<file path="config.mk">
export PLATFORM = sky130hd
export DESIGN_NAME = heart_keeper_2p
export DESIGN_NICKNAME = d
export VERILOG_FILES = /design/src/rtl/heart_keeper_2p.sv
export SDC_FILE = /design/constraint.sdc
export NUM_CORES = 1
export LEC_CHECK = 0
export CAP_MARGIN = 20
export CORE_ASPECT_RATIO = 2
export CORE_MARGIN = 4
export CORE_UTILIZATION = 49
export DETAILED_ROUTE_END_ITERATION = 12
export PLACE_DENSITY = 0.74
export REMOVE_ABC_BUFFERS = 1
export SLEW_MARGIN = 20
export SYNTH_ARGS = -nofsm -noshare
export SYNTH_HDL_FRONTEND = slang
export SYNTH_SLANG_ARGS = --single-unit
</file>
<file path="constraint.sdc">
create_clock -name Clk -period 2.6 [get_ports Clk]
set_input_delay 0.78 -clock Clk [delete_from_list [all_inputs] [get_ports Clk]]
set_output_delay 0.78 -clock Clk [all_outputs]
set_load 0.1 [all_outputs]
</file>
<file path="src/rtl/heart_keeper_2p.sv">
// Two-player heart/lives keeper with per-player hit invulnerability.
// Ports: Clk, Reset_n, frame_clk, game_start, hit_p1/2, heal_p1/2 in;
//   remaining_hearts(_en), heart_enable, game_over, winner, invuln_p1/2 out.
module heart_keeper_2p #(
  parameter int MAX_HEARTS    = 5,
  parameter int INVULN_FRAMES = 60
) (
  input  logic       Clk,
  input  logic       Reset_n,
  input  logic       frame_clk,
  input  logic       game_start,
  input  logic       hit_p1,
  input  logic       hit_p2,
  input  logic       heal_p1,
  input  logic       heal_p2,
  output logic [5:0] remaining_hearts,
  output logic [5:0] remaining_hearts_en,
  output logic       heart_enable,
  output logic       game_over,
  output logic [1:0] winner,
  output logic       invuln_p1,
  output logic       invuln_p2
);

  localparam int IW = (INVULN_FRAMES < 2) ? 1 :
                      $clog2(INVULN_FRAMES + 1);
  localparam logic [5:0]    MAXH = 6'(MAX_HEARTS);
  localparam logic [IW-1:0] INV  = IW'(INVULN_FRAMES);

  typedef enum logic [1:0] {
    IDLE = 2'd0,
    PLAY = 2'd1,
    OVER = 2'd2
  } state_e;

  state_e                 state_q, state_d;
  logic [1:0][5:0]        cnt_q, cnt_d;
  logic [1:0][IW-1:0]     iv_q, iv_d;
  logic [1:0]             win_q, win_d;
  logic                   frame_q;
  logic                   tick;
  logic [1:0]             hit, heal;

  assign tick = frame_clk & ~frame_q;
  assign hit  = {hit_p2, hit_p1};
  assign heal = {heal_p2, heal_p1};

  always_comb begin
    state_d = state_q;
    cnt_d   = cnt_q;
    iv_d    = iv_q;
    win_d   = win_q;
    for (int p = 0; p < 2; p++) begin
      if (tick && iv_q[p] != '0)
        iv_d[p] = iv_q[p] - IW'(1);
    end
    unique case (state_q)
      IDLE, OVER: begin
        if (game_start) begin
          cnt_d   = {MAXH, MAXH};
          iv_d    = '0;
          win_d   = 2'b00;
          state_d = PLAY;
        end
      end
      PLAY: begin
        for (int p = 0; p < 2; p++) begin
          // A landed hit wins over a same-cycle heal;
          // an ignored hit lets the heal through.
          if (hit[p] && iv_q[p] == '0) begin
            if (cnt_q[p] != 6'd0)
              cnt_d[p] = cnt_q[p] - 6'd1;
            iv_d[p] = INV;
          end else if (heal[p] && cnt_q[p] < MAXH) begin
            cnt_d[p] = cnt_q[p] + 6'd1;
          end
        end
        if (cnt_d[0] == 6'd0 || cnt_d[1] == 6'd0) begin
          state_d = OVER;
          win_d   = {cnt_d[0] == 6'd0, cnt_d[1] == 6'd0};
        end
      end
      default: state_d = IDLE;
    endcase
  end

  always_ff @(posedge Clk) begin
    if (!Reset_n) begin
      state_q <= IDLE;
      cnt_q   <= '0;
      iv_q    <= '0;
      win_q   <= 2'b00;
      frame_q <= 1'b0;
    end else begin
      state_q <= state_d;
      cnt_q   <= cnt_d;
      iv_q    <= iv_d;
      win_q   <= win_d;
      frame_q <= frame_clk;
    end
  end

  assign remaining_hearts    = cnt_q[0];
  assign remaining_hearts_en = cnt_q[1];
  assign heart_enable        = (state_q != IDLE);
  assign game_over           = (state_q == OVER);
  assign winner              = win_q;
  assign invuln_p1           = |iv_q[0];
  assign invuln_p2           = |iv_q[1];

endmodule

</file>
==> flow_metrics.env <==
export IMPL_stdcell_count=341
export IMPL_grt_max_degree=14
export IMPL_clkSlewWorstSetupHoldPaths_ns=0.07
export IMPL_reg2reg_from="remaining_hearts[1]"
export IMPL_max_freq_ghz=0.403
export IMPL_hold_viol=0
export IMPL_post_drt_wl_per_cell_microns=15.0
export IMPL_cp_startpoint="hit_p1"
export IMPL_whs_ns=0.505
export IMPL_cts_sinks=29
export IMPL_fin_skew_ns=0.00448
export IMPL_hp_start="iv_q[1]"
export IMPL_drive_gt1_frac=0.305
export IMPL_pin_count=26
export IMPL_crit_type="input port to flop"
export IMPL_ys_ff_latch=29
export IMPL_clock_latency_ns=0.27
export IMPL_cap_violations=0
export IMPL_routed_wirelength_microns=5100
export IMPL_place_hpwl_microns=3760
export IMPL_ys_flop_type="dfxtp_1"
export IMPL_antenna_left=0
export IMPL_core_area_sq_um=3680
export IMPL_antenna_found_initial=0
export IMPL_overflow=0
export IMPL_reg2regPathDepth=13
export IMPL_htreeDepth=2
export IMPL_holdPathStages=2
export IMPL_drc=0
export IMPL_drt_iter0_drc=44
export IMPL_vias_per_cell=5.82
export IMPL_setup_viol=0
export IMPL_cp_end_kind="flop"
export IMPL_yosysMostFrequentCell="dfxtp_1"
export IMPL_reg2reg_slack_ns=0.23
export IMPL_cts_buffer_depth=2
export IMPL_start_kind="input port"
export IMPL_track_usage=0.225
export IMPL_holdCritPathClass="flop to flop"
export IMPL_final_setup_worst_slack_ns=0.118
export IMPL_row_count=31
export IMPL_diodes=0
export IMPL_async_reset_ff_frac=0
export IMPL_place_ws_ns=-0.522
export IMPL_area_growth_pct=38.4
export IMPL_cp_required_ns=2.79
export IMPL_grt_pass1_vias=1932
export IMPL_die_x_microns=51.9
export IMPL_dp_cells=327
export IMPL_synth_seq_area_share=0.307
export IMPL_maxSlewViolCount=0
export IMPL_dr_total_vias=1983
export IMPL_synth_common_cells="dfxtp_1, nor2_1, nand2_1"
export IMPL_outcome="completed"
export IMPL_root_buffer="clkbuf_8"
export IMPL_post_route_period_util=0.954
export IMPL_max_slew_margin_rel=0.583
export IMPL_r2r_end="state_q[1]"
export IMPL_place_congestion=0.929
export IMPL_synthCells=235
export IMPL_cts_tree="yes"
export IMPL_syn_avg_cell_area_sq_um=8.04
export IMPL_synth_top_area_frac=0.307
export IMPL_port_buffers=25
export IMPL_synth_cell_types=56
export IMPL_cp_arrival_ns=2.67
export IMPL_rsz0062_at_grt="yes"
export IMPL_cp_max_fo=3
export IMPL_n_fill_cell=300
export IMPL_synthTopCellsByArea="dfxtp_1, a21oi_1, nor2_1"
export IMPL_yosysWarnings=0
export IMPL_setup_tns_ns=0
export IMPL_nNetsFinal=307
export IMPL_die_area_sq_um=4980
export IMPL_cts_buffers=5
export IMPL_synthesis_area_sq_um=1890
export IMPL_synth_area_leader_cell="dfxtp_1"
export IMPL_tightest_slew_ns=0.624
export IMPL_fp_dieH_microns=95.8
export IMPL_grt_pass1_wl_microns=8600
export IMPL_dr_pass1_iters=6
export IMPL_synth_edff_count=0
export IMPL_min_to="iv_q[1]"
export IMPL_fin_crit_ns=2.48
export IMPL_start_util=0.513
==> layout by cell type, fill, tap and decap left out, drive strengths merged, types with 3 or more instances in the layout <==
cell type,instances
buf,49
dfxtp,29
nor2,27
nand2,24
a21oi,24
inv,13
ha,8
nand3,8
clkbuf,7
o21ai,7
nor3,6
xnor2,5
xor2,5
nand3b,4
or4,4
a211oi,4
nor3b,3
nor2b,3
nand2b,3
nand4,3
or4b,3
mux2i,3
clkdlybuf4s50,3
o32ai,3
nor4,3
and2,3
nor4b,3
==> cell type report <==
cell class | count | area, sq um | area share
multi-input cells | 186 | 1360 | 0.518
clock buffers | 7 | 96.3 | 0.0368
well taps | 49 | 61.3 | 0.0234
inverters | 13 | 48.8 | 0.0187
clock inverters | 1 | 5.00 | 0.00191
flip-flops and latches | 29 | 582 | 0.222
repair buffers | 56 | 467 | 0.178
==> stage by stage <==
step,utilization,cell area (sq um)
3_3_place_gp,0.636,2340
5_1_grt,0.710,2620
4_1_cts,0.693,2550
3_5_place_dp,0.636,2340
2_1_floorplan,-,1860
6_report,0.710,2620
==> routing by layer <==
layer	up-vias	part of all wire	wire length [microns]	global-route usage
li1	973	-	-	-
met1	953	0.37	1890	0.223
met2	43	0.57	2900	0.438
met3	14	0.028	143	0.0295
met4	0	0.034	172	0.105
met5	-	0	0	0
==> how the worst max path moves through the flow <==
| stage | end | cells past startpoint | slack [ns] |
|---|---|---|---|
| after floorplan | winner[0] | 9 | -0.34 |
| after global placement | state_q[1] | 9 | -0.49 |
| after detailed placement | state_q[0] | 8 | -0.52 |
| after CTS | winner[1] | 9 | 0.008 |
| after global routing | state_q[1] | 9 | -0.03 |
| final | state_q[0] | 9 | 0.12 |
==> critical path: stages <==
cell	delay [ns]
clkdlybuf4s15_1	0.17
or4b_4	0.47
buf_6	0.14
a211oi_4	0.26
nand2_1	0.11
a32oi_2	0.24
a211oi_2	0.10
buf_4	0.15
o32ai_2	0.24
==> timing repair <==
action | 4_1_cts | 5_1_grt
gates resized for setup | 17 | 13
gates cloned | 0 | 0
pin swaps | 13 | 9
endpoints found under the setup margin | 6 | 5
hold buffers | 0 | 0
setup buffers | 4 | 2
==> cell families after synthesis <==
logic type | Yosys count | synth area share
flops | 29 | 0.307
buf+inv | 20 | 0.0404
xor+xnor | 10 | 0.0463
fa+ha+maj | 8 | 0.0529
mux | 3 | 0.0159
compound gates | 60 | 0.225
simple gates | 105 | 0.312
==> sequential cells by signal (all words and copies together), names as in the netlist <==
register,cells
state_q,2
winner,2
frame_q,1
iv_q,12
remaining_hearts,6
remaining_hearts_en,6
Power is not shown: default switching activity piles up to over one toggle a cycle in this logic, so the estimate is an artifact.
